## src/rtl/hdl_watchdog_timer.sv

```systemverilog
// hdl_watchdog_timer
//   HDL-side watchdog counter feeding the truss watchdog interface. Counts
//   prescaled clock ticks against a limit sampled from hdl_timeout_count_.
//   When the limit is reached it raises hdl_timeout_ for the truss watchdog.
//   Supports heartbeat kicks, explicit acknowledge and a saturating count
//   of expiries.
//
// Ports
//   clk                 single clock, rising edge
//   reset_n             synchronous active-low reset
//   hdl_timeout_count_  timeout limit in ticks (0 = never expire)
//   enable              arm request, level-sensitive
//   kick                heartbeat, restarts the count and re-samples the limit
//   clear               acknowledges an expiry
//   hdl_timeout_        registered timeout flag
//   count               current tick count
//   state               0 = IDLE, 1 = RUN, 2 = EXPIRED
//   timeout_events      expiries since reset, saturating
module hdl_watchdog_timer #(
    parameter int unsigned COUNTER_WIDTH = 32,
    parameter int unsigned PRESCALE      = 1,
    parameter int unsigned EVENT_WIDTH   = 8
) (
    input  logic                     clk,
    input  logic                     reset_n,
    input  logic [COUNTER_WIDTH-1:0] hdl_timeout_count_,
    input  logic                     enable,
    input  logic                     kick,
    input  logic                     clear,
    output logic                     hdl_timeout_,
    output logic [COUNTER_WIDTH-1:0] count,
    output logic [1:0]               state,
    output logic [EVENT_WIDTH-1:0]   timeout_events
);

    localparam int unsigned PW = $clog2(PRESCALE) + 1;
    localparam logic [PW-1:0] PS_MAX = PW'(PRESCALE - 1);

    typedef enum logic [1:0] {
        ST_IDLE    = 2'd0,
        ST_RUN     = 2'd1,
        ST_EXPIRED = 2'd2
    } state_e;

    state_e                   state_q, state_d;
    logic [COUNTER_WIDTH-1:0] count_q, count_d;
    logic [COUNTER_WIDTH-1:0] limit_q, limit_d;
    logic [PW-1:0]            presc_q, presc_d;
    logic                     timeout_q, timeout_d;
    logic [EVENT_WIDTH-1:0]   events_q, events_d;

    // One extra bit so an all-ones limit compares without wrapping.
    logic [COUNTER_WIDTH:0]   count_inc;
    assign count_inc = {1'b0, count_q} + (COUNTER_WIDTH+1)'(1);

    // State register
    always_ff @(posedge clk) begin
        if (!reset_n) begin
            state_q   <= ST_IDLE;
            count_q   <= '0;
            limit_q   <= '0;
            presc_q   <= '0;
            timeout_q <= 1'b0;
            events_q  <= '0;
        end else begin
            state_q   <= state_d;
            count_q   <= count_d;
            limit_q   <= limit_d;
            presc_q   <= presc_d;
            timeout_q <= timeout_d;
            events_q  <= events_d;
        end
    end

    // Next-state logic
    always_comb begin
        state_d   = state_q;
        count_d   = count_q;
        limit_d   = limit_q;
        presc_d   = presc_q;
        timeout_d = timeout_q;
        events_d  = events_q;
        unique case (state_q)
            ST_IDLE: begin
                count_d = '0;
                presc_d = '0;
                if (enable) begin
                    state_d = ST_RUN;
                    limit_d = hdl_timeout_count_;
                end
            end
            ST_RUN: begin
                if (!enable) begin
                    state_d = ST_IDLE;
                    count_d = '0;
                    presc_d = '0;
                end else if (kick) begin
                    // Kick wins over an expiry due on the same edge.
                    count_d = '0;
                    presc_d = '0;
                    limit_d = hdl_timeout_count_;
                end else if (presc_q == PS_MAX) begin
                    presc_d = '0;
                    if (limit_q == '0) begin
                        // Free-running: saturate instead of wrapping.
                        if (count_q != '1) count_d = count_inc[COUNTER_WIDTH-1:0];
                    end else begin
                        count_d = count_inc[COUNTER_WIDTH-1:0];
                        if (count_inc == {1'b0, limit_q}) begin
                            state_d   = ST_EXPIRED;
                            timeout_d = 1'b1;
                            if (events_q != '1) events_d = events_q + EVENT_WIDTH'(1);
                        end
                    end
                end else begin
                    presc_d = presc_q + PW'(1);
                end
            end
            ST_EXPIRED: begin
                if (clear) begin
                    state_d   = ST_IDLE;
                    timeout_d = 1'b0;
                    count_d   = '0;
                    presc_d   = '0;
                end
            end
            default: state_d = ST_IDLE;
        endcase
    end

    // Outputs straight from registers
    always_comb begin
        hdl_timeout_   = timeout_q;
        count          = count_q;
        state          = state_q;
        timeout_events = events_q;
    end

endmodule

```

## config.mk

```make
export PLATFORM = sky130hd
export DESIGN_NAME = hdl_watchdog_timer
export DESIGN_NICKNAME = d
export VERILOG_FILES = /design/src/rtl/hdl_watchdog_timer.sv
export SDC_FILE = /design/constraint.sdc
export NUM_CORES = 1
export LEC_CHECK = 0
export ABC_AREA = 0
export BUFFER_PORTS_ARGS = -buffer_cell sky130_fd_sc_hd__buf_4
export CORE_AREA = 2 2 84 118
export DETAILED_ROUTE_END_ITERATION = 12
export DIE_AREA = 0 0 86 120
export PLACE_DENSITY = 0.74
export SYNTH_ARGS = -nofsm -noshare
export SYNTH_HDL_FRONTEND = slang
export SYNTH_SLANG_ARGS = --single-unit
export TNS_END_PERCENT = 30
```

## constraint.sdc

```tcl
create_clock -name clk -period 3.2 [get_ports clk]
set_input_delay 0.64 -clock clk [delete_from_list [all_inputs] [get_ports clk]]
set_output_delay 0.64 -clock clk [all_outputs]
set_load 0.02 [all_outputs]
```

Word-level counts from Yosys, hierarchy flattened
Index checks and enable logic that the tools add are counted. Widths: inputs -> output; s select.

Flip-flop bits (word level): 76. Bits in latches: 0. RAM bits: 0. ROM bits: 0. Bits of input ports: 37. Output and inout port bits: 43. Logic and storage cells: 72. Memories: 0.

$add $sub $neg: 3. Multiply operators: 0. Div/mod/pow operators: 0. Magnitude comparators: 0. Equal/unequal tests: 19. Shift-type cells: 0. Multiplexer cells: 30. Bitwise gates (word level): 3. Reduce and logical (&&, ||, !) cells: 11.

Operators with widths (count): $mux 32 (9); $pmux 32 s3 (1); $pmux 32 s2 (1); $add 32x1->33 const B (1); $eq 33x32->1 (1); $logic_not 32->1 (1); $ne 32x32->1 const B (1); $ne 2x2->1 const B (8); $mux 2 (7); $reduce_and 7->1 (2); $ne 3x3->1 const B (4); $mux 1 (9); $add 8x1->8 const B (1); $ne 8x8->1 const B (1); $reduce_and 4->1 (2); $pmux 2 s3 (1); $reduce_and 6->1 (1); $ne 5x5->1 const B (1); $ne 4x4->1 const B (1); $reduce_bool 2->1 (2); $not 1->1 (3); $pmux 1 s3 (1); $reduce_bool 3->1 (1); $eq 2x1->1 const B (1); 5 further kinds (5).

Longest topological paths before layout
Word-level depth: 8. Depth in mapped cells: 11. Mapped depth without buffers: 10.

Worst setup path before layout
OpenSTA, ideal clock, no wires.

Path kind: flip-flop to flip-flop. Start: register count_q[0], in the netlist count[0]. End: register events_q[3], in the netlist timeout_events[3]. Setup time: 70 ps. Arrival: 3330 ps. Required time: 3130 ps. Setup slack: -200 ps. Stages on the path, launching flop included: 11. Buffers on the path: 0. Clock period less this slack: 3400 ps. Cells stage by stage: dfxtp_1 > ha_1 > nand3_1 > nor4_1 > xnor2_1 > o211ai_1 > or4b_1 > nor4_4 > nand2_2 > or3_1 > a21boi_1.

Cells in the longest elaborated chain, start to end: 3.

Ends and longest elaborated chain: from (decl) (line 46) `logic [COUNTER_WIDTH-1:0] count_q, count_d;`; from (signal assigned) (line 67) `count_q <= count_d;`; $add 32x1->33 (line 54) `assign count_inc = {1'b0, count_q} + (COUNTER_WIDTH+1)'(1);`; $eq 33x32->1 (line 109) `if (count_inc == {1'b0, limit_q}) begin`; $reduce_and 7->1 (no line); to (signal assigned) (line 71) `events_q <= events_d;`; to (decl) (line 50) `logic [EVENT_WIDTH-1:0] events_q, events_d;`.

No other way between the ends. A chain may end at the register's enable or synchronous reset.

Worst setup path after layout
Start: register count_q[0], in the netlist count[0]. End: register events_q[5], in the netlist timeout_events[5].

The elaborated chain is that of the path after synthesis.

==> out/metrics.yaml <==
cts:
  clock_path_buffers: 2
  clk_pin_slew_worst_paths_ps: 60
  cts_buffers: 9
  cts_tree: "yes"
  clock-root-buffer: "clkbuf_16"
  insertion_delay_ps: 340
  cts_max_level: 3
  clock_sinks: 75
final_layout:
  layout.area.seq_um2: 1520
  drive_gt1_share_pct: 27.2
  num-fill-cells: 792
  area_growth_pct: 32.1
  multi_input_area_um2: 3040
  nets: 728
  diodes: 0
  layout_common_cells: "127 x buf_4, 97 x nand2_1, 64 x dfxtp_1"
  fin_util_pct: 64.6
  final_common_cell: "buf_4"
synth:
  yosys_register_bits: 75
  synth_simple_gate_area_share_pct: 32.6
  synth_compound_area_share_pct: 18.9
  synthMuxAreaShare_pct: 1.54
  synth-seq-area-share_pct: 33.0
  synth_area_per_cell_um2: 7.78
  synthCells: 585
  synthArstFlopShare_pct: 0
  synth_xor_area_share_pct: 9.60
  synth.distinct_cells: 58
  syn_area_um2: 4550
  synth_ff_type: "dfxtp_1"
  yosysWarningCount: 0
  synth_top_area_share_pct: 33.0
  synth_edf_count: 0
  synth_top_family_by_area: "simple AND/OR/NAND/NOR gates"
  yosys-top-cells-area: "dfxtp_1 33%, nand2_1 8.0%, a21boi_0 6.6%"
  synthesis.nets: 624
  synthAdderAreaFrac_pct: 0.550
  yosysTopAreaCell: "dfxtp_1"
timing:
  fin_worst_skew_ps: 5.58
  relSlewSlack_pct: 27.7
  setup_slack_ps: 108
  tightest_slew_ps: 1080
  finalHoldViolCount: 0
  finalSetupViolCount: 0
  fmax_mhz: 323
  drv_slew: 0
  finalCritPeriodShare_pct: 96.6
  finalWorstPathRequiredPeriod_ps: 3090
worst_hold_path:
  holdCritPathClass: "flop to flop"
route:
  num_vias: 4724
  dr.pass1.iters: 5
  ant_nets: 0
  routed_wl_um: 13700
  wl_per_cell_um: 17.0
  drt-initial-drc-count: 262
  via_per_inst: 5.88
  post-route-drc-count: 0
worst_setup_path:
  crit_type: "flop to flop"
  cp_max_fo: 6
  rrSetupSlack_ps: 110
  critPathLaunchType: "flop"
  required_ps: 3470
  arrival_ps: 3370
  end_kind: "flop"
die:
  fp.dieW_um: 86
  placementRows: 42
  initial_core_util_pct: 48.9
  placeableCoreArea_um2: 9300
  dieArea_um2: 10300
  io_pins: 80
  die_h_um: 120
global_route:
  grt_max_degree: 76
  antenna_found_initial: 0
  grt_first_pass_wirelength_um: 21500
  grt_pass1_vias: 4505
  grt-ovfl-total: 0
  grt_usage_pct: 26.4
power_and_ir_drop:
  power.density_nw_per_um2: 372
  leakage_nw: 2.47
  vdd_drop_max_uv: 388
place:
  place_ws_ps: -107
  port_buffers: 79
  place.gp.congestion: 0.870
  hpwl_um: 9800
run_status:
  status: "completed"
flow_run:
  maxCapViolations: 0
[metrics by stage]
step | hold slack, ps | cell area [um^2] | instances | total power, mW | TNS, ps
floorplan | 465 | 4560 | 585 | 1.12 | 0
global placement | 461 | 5530 | 784 | 1.20 | -416
detailed placement | 468 | 5530 | 784 | 1.21 | -519
CTS | 479 | 5890 | 804 | 2.24 | 0
global route | 513 | 6010 | 804 | 2.30 | -29.6
finish | 474 | 6010 | 804 | 2.23 | 0
[state kept, by name (all words and copies together) (netlist names)]
signal          count
state               2
limit_q            32
hdl_timeout_        1
timeout_events      8
count              32
[power by group]
group	internal, mW	total (mW)	switching, mW
registers	0.957	0.987	0.0297
clock network	0.629	1.04	0.409
logic	0.101	0.209	0.108
total	1.69	2.23	0.547
[path summary, 6_finish.rpt]
check / from / end / cells after the start
hold / removal: hdl_timeout_$_SDFFE_PN0P_ / hdl_timeout_$_SDFFE_PN0P_ / 2
setup / recovery: count[0]$_SDFFE_PN0P_ / timeout_events[5]$_SDFFE_PN0P_ / 13
hold reg to reg: hdl_timeout_$_SDFFE_PN0P_ / hdl_timeout_$_SDFFE_PN0P_ / 2
setup reg to reg: count[0]$_SDFFE_PN0P_ / timeout_events[5]$_SDFFE_PN0P_ / 13
[per-layer routing]
metal  track usage [%]  part of all wire [%]  routed length (um)
met1              31.2                    41                5590
met2              44.4                    50                6850
met3              5.30                   5.8                 798
met4              13.8                   3.4                 464
met5                 0                     0                   0
[worst max-delay path, cell delays in order, from the launching register on]
cell and delay [ps]:
dfxtp_2 370, ha_4 180, nand4_1 160, buf_4 190
nor4_2 240, buf_4 160, nand3_2 100, xnor2_2 340
o2111ai_4 210, nor4_4 300, buf_4 180, nand2_2 80
or3_1 360, a21boi_1 140
[logic make-up after synthesis]
family | after synthesis
AND/OR/NAND/NOR | 277
AO/OA/AOI/OAI | 133
flip-flops | 75
XOR/XNOR | 49
buffers and inverters | 42
multiplexers | 7
adder cells (fa/ha/maj) | 2
[final cells by class]
cell class / instances / area share (%)
clock buffer: 11 / 4.04
clock inverter: 5 / 1.02
inverter: 6 / 0.375
multi-input combinational: 468 / 50.6
sequential: 75 / 25.3
tap: 110 / 2.29
timing repair buffer: 129 / 16.4
[Yosys cell counts, drive strengths merged, types with 2 or more instances]
cell,count
a21boi,42
a21o,2
a21oi,14
a31oi,2
and2,31
and3,14
and4,3
buf,7
clkbuf,29
dfxtp,75
ha,2
inv,6
mux2i,7
nand2,98
nand2b,2
nand3,25
nand3b,3
nand4,16
nor2,27
nor2b,8
nor3,11
nor3b,3
nor4,18
o211ai,2
o21a,4
o21ai,45
o21bai,2
o31ai,9
o41ai,2
or3,9
or4,6
or4b,2
xnor2,32
xor2,17
[what timing repair did]
action                     CTS  global route
pin swaps                    4             5
hold buffers                 0             0
setup buffers                4             0
setup endpoints to repair    9            10
gates cloned                 0             0
gates resized for setup      8            24
No activity file was read; power rests on OpenSTA's default activity.
